[config.mk]
export PLATFORM = sky130hd
export DESIGN_NAME = pwm_seq
export DESIGN_NICKNAME = d
export VERILOG_FILES = /design/src/rtl/pwm_seq.sv
export SDC_FILE = /design/constraint.sdc
export NUM_CORES = 1
export LEC_CHECK = 0
export CAP_MARGIN = 25
export CORE_MARGIN = 2
export CORE_UTILIZATION = 40
export CTS_CLUSTER_DIAMETER = 80
export DETAILED_ROUTE_END_ITERATION = 8
export GPL_TIMING_DRIVEN = 0
export PLACE_DENSITY = 0.57
export SYNTH_ARGS = -nofsm -noshare
export SYNTH_HDL_FRONTEND = slang
export SYNTH_SLANG_ARGS = --single-unit
[constraint.sdc]
create_clock -name clk -period 9.8 [get_ports clk]
set_input_delay 1.96 -clock clk [delete_from_list [all_inputs] [get_ports clk]]
set_output_delay 1.96 -clock clk [all_outputs]
set_load 0.1 [all_outputs]
[src/rtl/pwm_seq.sv]
// ---------------------------------------------------------------------------
// pwm_seq -- step-table sequencer for a single PWM core.
//
// Programs the PWM core's d/sel configuration port from a small table of
// steps. Each step holds {top, cmp, rep}. When a step is loaded, the block
// writes top, then cmp, and then (optionally) clears the PWM counter. It
// then dwells for max(rep,1) PWM period wraps. After that it moves to the
// next step. At the end of the table it either loops back to step 0 or
// pulses done and returns to idle.
//
// Configuration macro:
//   PWM_SEQ_SYNC_EN  When defined, every step load ends with a SYNC cycle
//                    that writes cnt=0, so each step starts on a fresh,
//                    aligned PWM period. When undefined, LD_CMP goes
//                    straight to RUN and the PWM counter free-runs across
//                    step changes.
//
// Parameters:
//   DEPTH  number of step-table entries (power of two, 2..16)
//   W      PWM data width (must match the PWM core)
//
// Ports:
//   clk       in   clock, rising edge
//   rst       in   asynchronous active-high reset
//   wr_en     in   write one table entry this cycle
//   wr_addr   in   entry index to write
//   wr_top    in   period value for the entry
//   wr_cmp    in   compare value for the entry
//   wr_rep    in   periods to dwell on the entry (0 behaves as 1)
//   len       in   number of active steps, sampled on an accepted start
//   loop      in   wrap to step 0 after the last step, sampled on start
//   start     in   begin a sequence (idle only, len != 0)
//   stop      in   abort to idle; wins over start
//   pwm_wrap  in   one-cycle pulse from the PWM core on counter wrap
//   pwm_d     out  data to the PWM core d port
//   pwm_sel   out  PWM core sel: 00 none, 01 cmp, 10 top, 11 cnt
//   busy      out  high in every state except idle
//   step_idx  out  index of the current step (holds its value in idle)
//   done      out  one-cycle pulse at the end of a non-looping sequence
// ---------------------------------------------------------------------------
module pwm_seq #(
  parameter int DEPTH = 8,
  parameter int W     = 16
) (
  input  logic                     clk,
  input  logic                     rst,
  input  logic                     wr_en,
  input  logic [$clog2(DEPTH)-1:0] wr_addr,
  input  logic [W-1:0]             wr_top,
  input  logic [W-1:0]             wr_cmp,
  input  logic [7:0]               wr_rep,
  input  logic [$clog2(DEPTH):0]   len,
  input  logic                     loop,
  input  logic                     start,
  input  logic                     stop,
  input  logic                     pwm_wrap,
  output logic [W-1:0]             pwm_d,
  output logic [1:0]               pwm_sel,
  output logic                     busy,
  output logic [$clog2(DEPTH)-1:0] step_idx,
  output logic                     done
);

  localparam int AW = $clog2(DEPTH);

  localparam logic [1:0] SEL_NONE = 2'b00;
  localparam logic [1:0] SEL_CMP  = 2'b01;
  localparam logic [1:0] SEL_TOP  = 2'b10;
  localparam logic [1:0] SEL_CNT  = 2'b11;

  typedef enum logic [2:0] {
    S_IDLE   = 3'd0,
    S_LD_TOP = 3'd1,
    S_LD_CMP = 3'd2,
    S_SYNC   = 3'd3,
    S_RUN    = 3'd4,
    S_DONE   = 3'd5
  } state_t;

  // -------------------------------------------------------------------------
  // Step table
  // -------------------------------------------------------------------------
  logic [W-1:0] top_mem [DEPTH];
  logic [W-1:0] cmp_mem [DEPTH];
  logic [7:0]   rep_mem [DEPTH];

  // NOTE: the table is deliberately left out of reset so it can map onto
  // plain RAM/regfile cells; a reset port would force it into flops.
  always_ff @(posedge clk) begin
    if (wr_en) begin
      top_mem[wr_addr] <= wr_top;
      cmp_mem[wr_addr] <= wr_cmp;
      rep_mem[wr_addr] <= wr_rep;
    end
  end

  // -------------------------------------------------------------------------
  // Sequencer state
  // -------------------------------------------------------------------------
  state_t          state, state_n;
  logic [AW-1:0]   idx, idx_n;
  logic [AW:0]     len_q;
  logic            loop_q;
  logic [7:0]      rep_q;        // dwell of the current step, captured at load
  logic [7:0]      rep_cnt, rep_cnt_n;
  logic [1:0]      sel_n;
  logic [W-1:0]    d_n;

  logic            accept;
  logic            last_step;
  logic [7:0]      rep_eff;
  logic            dwell_met;

  assign accept    = (state == S_IDLE) && start && !stop && (len != '0);
  assign last_step = ({1'b0, idx} == (len_q - (AW+1)'(1)));
  assign rep_eff   = (rep_q == 8'd0) ? 8'd1 : rep_q;
  assign dwell_met = ((rep_cnt + 8'd1) == rep_eff);

  // Next-state logic.
  // NOTE: every variable driven here gets a default first, so no path
  // leaves it unassigned and no latch is inferred.
  always_comb begin
    state_n   = state;
    idx_n     = idx;
    rep_cnt_n = rep_cnt;

    unique case (state)
      S_IDLE: begin
        if (accept) begin
          state_n = S_LD_TOP;
          idx_n   = '0;
        end
      end

      S_LD_TOP: state_n = S_LD_CMP;

      S_LD_CMP: begin
        rep_cnt_n = 8'd0;
`ifdef PWM_SEQ_SYNC_EN
        state_n   = S_SYNC;
`else
        state_n   = S_RUN;
`endif
      end

      S_SYNC: state_n = S_RUN;

      S_RUN: begin
        // Only wraps seen while in RUN count toward the dwell.
        if (pwm_wrap) begin
          rep_cnt_n = rep_cnt + 8'd1;
          if (dwell_met) begin
            if (!last_step) begin
              idx_n   = idx + AW'(1);
              state_n = S_LD_TOP;
            end else if (loop_q) begin
              idx_n   = '0;
              state_n = S_LD_TOP;
            end else begin
              state_n = S_DONE;
            end
          end
        end
      end

      S_DONE: state_n = S_IDLE;

      default: state_n = S_IDLE;
    endcase

    // Abort beats everything, including a simultaneous start in idle.
    if (stop) begin
      state_n   = S_IDLE;
      idx_n     = idx;
      rep_cnt_n = rep_cnt;
    end
  end

  // Output values for the state being entered; registered below so the
  // outputs line up with the state they describe. The top read happens on
  // the edge that enters LD_TOP, so a write to the same entry on that edge
  // is not yet visible and the old top is driven.
  always_comb begin
    sel_n = SEL_NONE;
    d_n   = '0;
    unique case (state_n)
      S_LD_TOP: begin
        sel_n = SEL_TOP;
        d_n   = top_mem[idx_n];
      end
      S_LD_CMP: begin
        sel_n = SEL_CMP;
        d_n   = cmp_mem[idx_n];
      end
      S_SYNC: begin
        sel_n = SEL_CNT;
        d_n   = '0;
      end
      default: begin
        sel_n = SEL_NONE;
        d_n   = '0;
      end
    endcase
  end

  // NOTE: sequential state uses non-blocking assignments only, so every
  // register samples the pre-edge values regardless of statement order.
  always_ff @(posedge clk or posedge rst) begin
    if (rst) begin
      state    <= S_IDLE;
      idx      <= '0;
      len_q    <= '0;
      loop_q   <= 1'b0;
      rep_q    <= 8'd0;
      rep_cnt  <= 8'd0;
      pwm_d    <= '0;
      pwm_sel  <= SEL_NONE;
      busy     <= 1'b0;
      done     <= 1'b0;
    end else begin
      state   <= state_n;
      idx     <= idx_n;
      rep_cnt <= rep_cnt_n;
      if (accept) begin
        len_q  <= len;
        loop_q <= loop;
      end
      // Dwell is captured with top, so rewriting the running entry does not
      // change the step already in progress.
      if (state_n == S_LD_TOP) begin
        rep_q <= rep_mem[idx_n];
      end
      pwm_sel <= sel_n;
      pwm_d   <= d_n;
      busy    <= (state_n != S_IDLE);
      done    <= (state_n == S_DONE);
    end
  end

  assign step_idx = idx;

endmodule

==> results of run 1 <==
## cell families (layout without fill, tap and decap cells)
| logic type | after synthesis | after routing | share of synthesized area (%) |
|---|---|---|---|
| flip-flops | 367 | 367 | 72.0 |
| AO/OA/AOI/OAI | 192 | 192 | 9.81 |
| AND/OR/NAND/NOR | 172 | 172 | 6.21 |
| multiplexers | 122 | 122 | 8.66 |
| buffers and inverters | 72 | 237 | 1.98 |
| XOR/XNOR | 18 | 18 | 1.05 |
| adder cells (fa/ha/maj) | 4 | 4 | 0.326 |
## critical path, stage by stage
cell and delay [ps]:
clkdlybuf4s50_1 500, nor2_1 320, nand2_1 150, nor4_1 200
nand3_1 160, nor3_1 560, nor3_4 130, inv_2 210
buf_2 310, buf_2 440, mux2i_1 230, a2bb2oi_1 370
nand3_1 280
## state kept, by name (all words and copies together), names as in the netlist, 2 cells and up
signal and flops:
pwm_d 16, step_idx 3, rep_q 8, pwm_sel 2, cmp_mem 128, len_q 4, rep_mem 64, top_mem 128
state 3, rep_cnt 8
## power by group
group          switching, mW  internal [mW]  total [mW]
logic                  0.255          0.147       0.402
clock network          0.597          0.881        1.48
registers             0.0349           1.77        1.81
## placed cells by master (no fill, tap or decap), types with 4 or more instances in the layout
cell	n
o21ai_0	15
xor2_1	5
nand3_1	23
buf_2	15
a2bb2oi_1	12
buf_12	6
nor2_4	6
inv_1	6
clkinv_1	4
nor2_1	24
edfxtp_1	320
o31ai_1	51
mux2_1	12
nand4_1	52
buf_1	8
clkbuf_16	40
mux2i_1	61
a2111oi_0	15
dfrtp_1	47
nand2_1	24
clkdlybuf4s50_1	76
a211oi_1	54
a21oi_1	6
nor3_1	9
buf_6	9
o22a_1	13
mux2_2	49
o211ai_1	4
clkbuf_8	6
xnor2_1	13
nand2b_1	7
clkbuf_1	54
o22ai_1	8
## layer usage
metal	up-vias	track usage, %	part of all wire (%)
met1	4600	28.0	43
met5	-	0	0
met3	65	3.47	6.0
li1	4109	-	-
met2	326	33.0	48
met4	0	7.18	3.1
## area by class of cell
| type | instances | area share [%] |
|---|---|---|
| Clock inverter | 12 | 0.830 |
| Tap cell | 468 | 3.26 |
| Sequential cell | 367 | 60.1 |
| Timing Repair Buffer | 93 | 5.76 |
| Multi-Input combinational cell | 508 | 22.1 |
| Buffer | 64 | 1.49 |
| Inverter | 8 | 0.167 |
| Clock buffer | 60 | 6.33 |
## how the worst max path moves through the flow
stage	start	end	slack (ps)	depth (start not counted)
after global placement	wr_en	cmp_mem[2][5]	990	3
after detailed placement	stop	pwm_d[1]	3730	12
after CTS	stop	pwm_d[15]	4270	13
after global routing	stop	pwm_d[1]	3960	12
final	stop	pwm_d[1]	4290	13
after floorplan	wr_addr[1]	cmp_mem[0][0]	4430	2
==> metrics.cfg, run 1 <==
[power]
p_leak_nw = 6.13
max-vdd-ir-drop_v = 0.000140
powerDensity_mw_per_mm2 = 205
power_mw = 3.69

[setup_path]
criticalPathCategory = in2reg
crit_arrival_ps = 5840
r2r-end = pwm_d[0]
required_ps = 10130
r2r-start = rep_cnt[0]
cp_max_fo = 10
endpoint_kind = flop
reg2reg_depth = 13
worstSetupStartpointType = input port
timing.reg2reg.setup_slack_ps = 5260

[sta]
rsz0062_at_grt = false
timing.final.crit_share_pct = 56.2
fmax_ghz = 0.182
tightest_slew_ps = 1000
clock_skew_ps = 23.4
setup_viol = 0
slew_headroom_pct = 33.2
hold_violations = 0
layout_setup_ws_ps = 4290
slew_violations = 0
period_minus_slack_ps = 5510
setup_tns_ps = 0
finalHoldWorstSlack_ps = 519

[clocking]
clkTransAtPathRegs_ps = 60
htree_num_levels = 2
cts_tree = done
clock_sinks = 367
clk_latency_ps = 540
cts_resized = 0
cts_hold_buf = 0
clk_path_buf_depth = 3
cts_setup_buffers = 0
root_buffer = clkbuf_16
numCtsBuffers = 40

[global_route]
grt_overflow_total = 0
grt_pass1_vias = 9236
grt_pass1_wl_um = 58500
grt_util_all_layers_pct = 20.4
antenna_found_initial = 0
grt_max_degree = 38

[placed_design]
dpl_worst_slack_ps = 3730
port_buffers = 76
dp.cells = 1508
hpwl_um = 26000
gp_congestion = 0.807
post_dp_cell_area_mm2 = 0.0167

[detailed_routing]
post_drt_wl_per_cell_um = 24.7
drt_iter0_drc = 855
ant_nets = 0
totalWireLength_um = 39000
drc = 0
vias = 9100
avgViaCountPerCell = 5.76
first_pass_iters = 5

[synthesis]
synth_ff_type = edfxtp_1
synth_most_common_cell = edfxtp_1
seq_area_frac_synth_pct = 72.0
synthArstFlopShare_pct = 12.8
yosys-top-cells-area = edfxtp_1 (64%), dfrtp_1 (7.8%), mux2i_1 (4.1%)
ys_seq_elements = 367
synth_edf_count = 320
yosys_warnings = 0
synth_top_area_share_pct = 64.1
avgSynthCellArea_um2 = 15.8
syn_area_mm2 = 0.0150
syn_inst = 947
synth_fp_nets = 1004
synth_cell_type_count = 54
synthTopCellsByCount = edfxtp_1 (320), mux2i_1 (61), a211oi_1 (54), nand4_1 (52), o31ai_1 (51)
yosysTopAreaCell = edfxtp_1

[floorplan]
core-area_mm2 = 0.0368
dieArea_mm2 = 0.0390
top_level_ports = 77
die_w_um = 198
dieHeight_um = 198
initial_core_util_pct = 40.7
num_rows = 70

[final_layout]
final-seq-area_mm2 = 0.0108
n_fill_cell = 3193
multi_input_area_mm2 = 0.00396
final_cells = 1580
area_growth_pct = 19.7
fin_util_pct = 48.8
final_area_mm2 = 0.0179
drive_gt1_share_pct = 13.4
antenna_cells = 0
nets = 1139

[hold_path]
hold_path_end = rep_cnt[7]
hold_depth = 1
worst_hold_path_type = reg2reg
worstHoldStart = rep_cnt[7]

[run_status]
outcome = completed

[flow_run]
cap_violations = 0

Power figures use the tool's default switching activity.
==> inputs of run 2 (changes only) <==
- clock period: 9.8 -> 5.61 ns (I/O delays scaled with it)
==> results of run 2 <==
The final DEF is identical to that of run 1. Status: completed.
Main changes from that run: setup slack after placement 3730 ps -> 379 ps; setup slack after layout 4290 ps -> 941 ps; register-to-register setup slack 5260 ps -> 1070 ps; total power 3.69 mW -> 6.44 mW; worst IR drop on VDD 0.000140 V -> 0.000244 V
==> inputs of run 3 (changes only) <==
- PLACE_DENSITY: 0.57 -> 0.59
- clock period: 5.61 -> 4 ns (I/O delays scaled with it)
==> metrics.cfg, run 3 (synthesized netlist as in run 1, its figures left out) <==
[detailed_routing]
first_pass_iters = 5  ; unchanged
ant_nets = 0  ; unchanged
vias = 9164  ; was 9,100
avgViaCountPerCell = 5.79  ; was 5.76
post_drt_wl_per_cell_um = 24.4  ; was 24.7 um
drt_iter0_drc = 697  ; was 855
drc = 0  ; unchanged
totalWireLength_um = 38700  ; was 39,000 um

[final_layout]
final_cells = 1584  ; was 1,580
final_cell_mix = edfxtp_1 (320), clkdlybuf4s50_1 (76), mux2i_1 (61)  ; unchanged
drive_gt1_share_pct = 18.6  ; was 13.4%
nets = 1141  ; was 1,139
area_growth_pct = 22.5  ; was 19.7%
final_common_cell = edfxtp_1  ; unchanged
top_regs = cmp_mem: 128 flops, top_mem: 128 flops, rep_mem: 64 flops  ; unchanged
n_fill_cell = 3108  ; was 3,193
antenna_cells = 0  ; unchanged

[sta]
setup_viol = 0  ; unchanged
fmax_ghz = 0.259
timing.final.crit_share_pct = 96.5
slew_violations = 0  ; unchanged
period_minus_slack_ps = 3860
slew_headroom_pct = 34.6  ; was 33.2%
tightest_slew_ps = 978  ; was 1000 ps
clock_skew_ps = 19.3  ; was 23.4 ps
finalHoldWorstSlack_ps = 509  ; was 519 ps
hold_violations = 0  ; unchanged

[floorplan]
die_w_um = 198  ; unchanged
initial_core_util_pct = 40.7  ; unchanged
num_rows = 70  ; unchanged
top_level_ports = 77  ; unchanged
dieArea_mm2 = 0.0390  ; unchanged
dieHeight_um = 198  ; unchanged
core-area_mm2 = 0.0368  ; unchanged

[clocking]
htree_num_levels = 2  ; unchanged
cts_hold_buf = 0  ; unchanged
clk_path_buf_depth = 3  ; unchanged
clk_latency_ps = 550  ; was 540 ps
clock_sinks = 367  ; unchanged
clkTransAtPathRegs_ps = 50  ; was 60 ps
cts_tree = done  ; unchanged
numCtsBuffers = 40  ; unchanged
root_buffer = clkbuf_16  ; unchanged

[setup_path]
crit_arrival_ps = 4310  ; was 5000 ps
critical_path_buf_inv_count = 3  ; was 4
criticalPathCategory = in2reg  ; unchanged
path_cells = clkdlybuf4s50_1 > nor2_1 > nand2_1 > nor4_1 > nand3_1 > nor3_2 > clkbuf_2 > clkbuf_1 > o31ai_1 > a211oi_1 > a2111oi_1 > nand3_1  ; was clkdlybuf4s50_1 > nor2_1 > nand2_1 > nor4_1 > nand3_1 > nor3_1 > nor3_4 > inv_2 > buf_2 > buf_2 > mux2i_1 > a2bb2oi_1 > nand3_1
r2r-end = pwm_d[7]  ; was pwm_d[0]
critPathMaxStageDelay_ps = 500  ; was 560 ps
worstSetupStartpointType = input port  ; unchanged
cpMaxStageDelayCell = clkdlybuf4s50_1  ; was nor3_1
cpLargestDelayFamily = simple AND/OR/NAND/NOR gates  ; unchanged
cp_max_fo = 10  ; unchanged
endpoint_kind = flop  ; unchanged
timing.reg2reg.setup_slack_ps = 210  ; was 1070 ps
path_common_cell = nand3_1
reg2reg_depth = 13  ; unchanged
r2r-start = len_q[0]  ; was rep_cnt[0]
required_ps = 4450  ; was 5940 ps

[hold_path]
worstHoldStart = rep_cnt[7]  ; unchanged
worst_hold_path_type = reg2reg  ; unchanged
hold_depth = 1  ; unchanged
hold_path_end = rep_cnt[7]  ; unchanged

[placed_design]
hpwl_um = 26000  ; about the same
port_buffers = 76  ; unchanged
dp.cells = 1507  ; was 1,508
gp_congestion = 0.823  ; was 0.807

[global_route]
use_met3_pct = 3.06  ; was 3.47%
grt_pass1_vias = 9295  ; was 9,236
grt_max_degree = 38  ; unchanged
grt_use_met2_pct = 32.2  ; was 33.0%
grt_use_met1_pct = 28.1  ; was 28.0%
grt_overflow_total = 0  ; unchanged
grt_pass1_wl_um = 58000  ; was 58,500 um
grt_busiest_layer = met2  ; unchanged
antenna_found_initial = 0  ; unchanged
grt_util_all_layers_pct = 20.2  ; was 20.4%

[power]
intPower_mw = 7.00  ; was 4.89 mW
power.switching_mw = 2.21  ; was 1.55 mW
max-vdd-ir-drop_v = 0.000357  ; was 0.000244 V
pwr-share-clk_pct = 40.8  ; was 40.1%
pwr-share-seq_pct = 48.1  ; was 49.0%
powerDensity_mw_per_mm2 = 502  ; was 359 mW/mm2
p_leak_nw = 6.35  ; was 6.13 nW
p_sw_share_pct = 24.0  ; was 24.1%
p_comb_share_pct = 11.1  ; was 10.9%

[run_status]
outcome = completed  ; unchanged

[flow_run]
cap_violations = 0  ; unchanged

[run 3: per-layer routing]
metal	vias to the layer above	part of all wire, %
li1	4141	-
met5	-	0
met4	0	3.1
met2	324	47
met3	77	5.7
met1	4622	44
[run 3: final cells by class]
type | instances | area, um2 | share of cell area (%)
Clock buffer | 53 | 1140 | 6.21
Inverter | 8 | 30.0 | 0.164
Buffer | 64 | 353 | 1.92
Timing Repair Buffer | 95 | 1170 | 6.36
Multi-Input combinational cell | 508 | 4070 | 22.2
Tap cell | 468 | 586 | 3.19
Sequential cell | 367 | 10800 | 58.7
Clock inverter | 21 | 228 | 1.24
[run 3: through the flow]
step	setup TNS, ps	utilization [%]	power, mW	setup slack [ps]	area (um2)
6_report	0	49.9	9.21	138	18400
5_1_grt	-16.6	49.9	9.52	-16.6	18400
4_1_cts	0	49.6	9.28	28.2	18300
3_5_place_dp	-11650	45.6	5.50	-887	16800
3_3_place_gp	-429900	44.4	5.46	-1510	16300
2_1_floorplan	0	-	5.13	157	15000
[run 3: timing repair]
action                                 in CTS  in global routing
gates resized for setup                    37                 53
pin swaps                                   1                  1
setup endpoints to repair                  16                 20
buffers inserted                            2                  1
endpoints found under the hold margin       0                  0
[run 3: how the worst max path moves through the flow]
stage	depth (start not counted)	endpoint	slack, ps	startpoint
global route	13	pwm_d[4]	-20	len_q[0]
CTS	13	pwm_d[9]	30	rep_cnt[0]
detailed placement	12	pwm_d[1]	-890	stop
finish	12	pwm_d[4]	140	stop
global placement	3	top_mem[3][5]	-1510	wr_addr[2]
floorplan	9	pwm_d[12]	160	step_idx[2]
[run 3: power by group through the flow]
stage / Sequential, mW / Combinational [mW] / Clock [mW]
after detailed placement: 4.50 / 0.996 / 0
final: 4.43 / 1.02 / 3.76
after global placement: 4.51 / 0.952 / 0
after CTS: 4.43 / 1.02 / 3.84
after floorplan: 4.62 / 0.510 / 0
after global routing: 4.44 / 1.10 / 3.98
==> edit 1: new RTL, config.mk and constraints of run 2 <==
Build with the macro `PWM_SEQ_SYNC_EN` defined.
--- a/src/rtl/pwm_seq.sv
+++ b/src/rtl/pwm_seq.sv
@@ -38,6 +38,8 @@
 //   step_idx  out  index of the current step (holds its value in idle)
 //   done      out  one-cycle pulse at the end of a non-looping sequence
 // ---------------------------------------------------------------------------
+`define PWM_SEQ_SYNC_EN
+
 module pwm_seq #(
   parameter int DEPTH = 8,
   parameter int W     = 16
Check against the original RTL: not equivalent (Yosys sat finds a counterexample within 4 cycles, from zero or initial values and one cycle with rst high).
==> edit 1 against run 2 <==
  * Sequential cell count stayed put
  * Synthesized area is 0.96% higher
  * Routed wire length is 2.8% higher
  * First-iteration DRC count is 16% lower
  * Final area is 0.93% higher
  * Setup slack better by 0.050 ns
  * Power is 2.4% lower
  * Cell count is 8.9% higher
  * Critical endpoint is now pwm_d[2]
  * Largest cell class unchanged
==> edit 1: results (changes against run 2) <==
drt:
  met3WireLength_microns: 2225  # was 2347 microns
  wl_per_cell_microns: 23.31  # was 24.69 microns
  routedLengthMet1_microns: 17330  # was 16,830 microns
  num_vias: 9610  # was 9,100
  drtIter0Drc: 715  # was 855
  wl_met2_microns: 19290  # was 18,630 microns
worst_setup_path:
  crit_end: "pwm_d[2]"  # was pwm_d[1]
  crit_arrival_ns: 5.01  # was 5.00 ns
  cp_slowest_cell: "o21ai_1"  # was nor3_1
  r2r_setup_slack_ns: 1.51  # was 1.07 ns
  worst_path_largest_cell_delay_ns: 0.64  # was 0.56 ns
  reg2regPathDepth: 12  # was 13
worst_hold_path:
  hold_start: "len_q[1]"  # was rep_cnt[7]
  hold_end: "len_q[1]"  # was rep_cnt[7]
global_route:
  grt_max_degree: 26  # was 38
  grt_pass1_wl_microns: 59760  # was 58,480 microns
  track_usage_pct: 20.59  # was 20.42%
finish:
  fillerInstances: 3332  # was 3,193
  fin_nets: 1237  # was 1,139
  finalNonFillerCells: 1720  # was 1,580
  drive_gt1_share_pct: 13.81  # was 13.40%
sta:
  skew_ns: 0.02320  # was 0.02345 ns
  setup_ws_ns: 0.9910  # was 0.9413 ns
  holdWs_ns: 0.5547  # was 0.5186 ns
  worst_pin_slew_ns: 1.002  # was 0.9995 ns
power:
  leakagePower_nw: 6.313  # was 6.134 nW
  netSwitchingPower_w: 0.001445  # was 0.001549 W
  worst_ir_drop_vdd_mv: 0.2805  # was 0.2437 mV
placement:
  hpwl_microns: 27040  # was 26,010 microns
  post_dp_cell_area_sq_um: 16810  # was 16,660 sq um
run_status:
  status: "completed"  # unchanged
logic_synthesis:
  synth_common_cells: "edfxtp_1, nand3_1, a21oi_1"  # was edfxtp_1, mux2i_1, a211oi_1
  syn_inst: 1046  # was 947
  synth_top_cells_by_area: "edfxtp_1, dfrtp_1, a211oi_1"  # was edfxtp_1, dfrtp_1, mux2i_1
-- edit 1: cell types whose count changed in the layout (fill, tap and decap cells not counted), sizes merged, moves of 17 or more --
cell	before	now
a2111oi	17	0
mux2i	61	18
nand4	52	2
nand2	24	58
and3	3	41
o31ai	51	3
nand3	23	88
o21ai	15	64
a21oi	6	76
a211o	0	31
mux2	61	22
-- edit 1: area by class of cell --
type	count	area, sq um	share of cell area, %
multi-input cells	595	3990	22.03
repair buffers	92	988.4	5.457
clock inverters	18	209.0	1.154
plain buffers	71	360.3	1.989
inverters	13	50.05	0.2763
well taps	511	639.4	3.530
flip-flops and latches	367	10790	59.55
clock buffers	53	1090	6.017
-- edit 1: cells by family after synthesis --
logic type / synth area share (%)
AO/OA/AOI/OAI: 12.96
XOR/XNOR: 1.009
adder cells (fa/ha/maj): 0.2481
buffers and inverters: 2.712
flip-flops: 71.28
multiplexers: 2.828
AND/OR/NAND/NOR: 8.964
==> edit 2: new RTL, settings of run 2 <==
Without the edit above. Register the input `wr_cmp` before use. The logic sees it one clock later. The other inputs are not delayed to match.
--- a/src/rtl/pwm_seq.sv
+++ b/src/rtl/pwm_seq.sv
@@ -77,6 +77,12 @@
     S_DONE   = 3'd5
   } state_t;
 
+  logic [W-1:0] wr_cmp_q;
+
+  always_ff @(posedge clk) begin
+    wr_cmp_q <= wr_cmp;
+  end
+
   // -------------------------------------------------------------------------
   // Step table
   // -------------------------------------------------------------------------
@@ -89,7 +95,7 @@
   always_ff @(posedge clk) begin
     if (wr_en) begin
       top_mem[wr_addr] <= wr_top;
-      cmp_mem[wr_addr] <= wr_cmp;
+      cmp_mem[wr_addr] <= wr_cmp_q;
       rep_mem[wr_addr] <= wr_rep;
     end
   end
Formal check against the unedited RTL: not equivalent (a bounded check fails within 4 cycles, from zero or initial values and one cycle with rst high).
==> edit 2 against run 2 <==
  * Synthesized area is 1.7% higher
  * Sequential power is 3% higher
  * Global-route usage is 1.1 points lower
  * Critical path depth is 2 lower
  * Final area is 2.2% higher
  * Count of clock-buffer cells in the layout is 4 lower
  * Setup slack better by 0.068 ns
  * Power hardly changed
  * Utilization hardly changed
  * Routed wire length is 3.5% lower
  * Sequential cell count is 16 higher
  * Critical endpoint is now pwm_d[7]
  * Largest cell class unchanged
  * Highest routed layer unchanged
==> edit 2: results (changes against run 2) <==
logic_synthesis:
  synth.area.mux_share_pct: 4.490  # was 8.658%
  synth_compound_area_share_pct: 10.58  # was 9.810%
  synth_common_cells: "edfxtp_1, nand2_1, mux2i_1"  # was edfxtp_1, mux2i_1, a211oi_1
  synthAdderAreaFrac_pct: 0.2463  # was 0.3256%
  synth_top_cells_by_area: "edfxtp_1, dfrtp_1, mux2i_1"  # unchanged
  ys_seq_area_share_pct: 72.86  # was 71.97%
  avgSynthCellArea_sq_um: 15.23  # was 15.83 sq um
  synthXorXnorAreaFrac_pct: 0.7224  # was 1.052%
  synth_nets: 1058  # was 1,004
cts:
  cts_made_buffers: 41  # was 40
  insertion_delay_ns: 0.56  # was 0.54 ns
global_route:
  track_usage_pct: 19.32  # was 20.42%
  grt_max_degree: 37  # was 38
  first_global_vias: 8895  # was 9,236
  grtUsageMet3_pct: 3.595  # was 3.466%
  use_met1_pct: 27.32  # was 27.96%
  grt_pass1_wl_microns: 55740  # was 58,480 microns
power:
  worst_ir_drop_vdd_mv: 0.2401  # was 0.2437 mV
  leakagePower_nw: 6.138  # was 6.134 nW
placement:
  dp_slack_ns: 0.4543  # was 0.3788 ns
  dp.cells: 1605  # was 1,508
  gp_congestion: 0.7904  # was 0.8071
die:
  die_area_sq_um: 39680  # was 39,030 sq um
drt:
  firstDrtPassIters: 7  # was 5
  drtIter0Drc: 754  # was 855
  met3WireLength_microns: 2239  # was 2347 microns
  totalWireLength_microns: 37650  # was 39,020 microns
  wl_met2_microns: 17580  # was 18,630 microns
  routedLengthMet1_microns: 17140  # was 16,830 microns
worst_setup_path:
  worst_path_largest_cell_delay_ns: 0.72  # was 0.56 ns
  reg2reg_to: "pwm_d[7]"  # was pwm_d[0]
  r2r_setup_slack_ns: 1.22  # was 1.07 ns
  cp_slowest_cell: "a2111oi_0"  # was nor3_1
  r2r_start: "rep_cnt[1]"  # was rep_cnt[0]
finish:
  fin_nets: 1194  # was 1,139
  drive_gt1_share_pct: 13.16  # was 13.40%
  finalNonFillerCells: 1681  # was 1,580
  fillerInstances: 3250  # was 3,193
sta:
  fmax_ghz: 0.2173  # was 0.2142 GHz
run_status:
  status: "completed"  # unchanged
## edit 2: cell count changes in the layout (fill, tap and decap cells not counted), moves of 17 or more
cell / delta
mux2_2: -46
a21o_1: +17
a22o_1: +29
a21oi_1: +39
clkbuf_1: -25
nand3_1: +17
nand4_1: -50
nand2_1: +124
a211oi_1: -54
o31ai_1: -49
## edit 2: how the worst min path moves through the flow
stage	cells past startpoint	slack [ns]	startpoint	end
CTS	1	0.51	loop_q	loop_q
detailed placement	1	0.50	loop_q	loop_q
finish	1	0.50	loop_q	loop_q
global placement	1	0.49	loop_q	loop_q
global route	1	0.52	loop_q	loop_q
floorplan	1	0.47	loop_q	loop_q
## edit 2: cell families after synthesis
logic type | count (synthesis)
buffers and inverters | 70
xor gates and xnor gates | 11
muxes | 68
DFF | 383
AOI/OAI and AO/OA | 201
and+or+nand+nor | 265
adders and majority gates | 3
## edit 2: layout make-up
class,instances,area (sq um),share of cell area (%)
timing repair buffer,93,1025,5.589
buffer,56,362.8,1.979
clock buffer,56,1142,6.231
multi-input combinational,548,3764,20.53
inverter,14,65.06,0.3549
clock inverter,20,230.2,1.256
sequential,383,11110,60.58
tap,511,639.4,3.487
## edit 2: power by group
group,switching [W],internal (W)
combinational,0.000276,0.000163
sequential,0.0000611,0.00319
clock,0.00112,0.00162
## edit 2: worst reg2reg max path: cells and delay by family, from the launching register on
| family | cells | cell delay [ns] |
|---|---|---|
| AOI/OAI and AO/OA | 6 | 1.59 |
| and+or+nand+nor | 4 | 1.07 |
| buffers and inverters | 2 | 0.74 |
| DFF | 1 | 0.47 |
| adders and majority gates | 1 | 0.37 |
## edit 2: metrics by stage
stage	TNS (ns)	hold WS (ns)
global route	0	0.5158
floorplan	0	0.4727
CTS	0	0.5098
detailed placement	0	0.4968
finish	0	0.5048
global placement	-192.43	0.4916
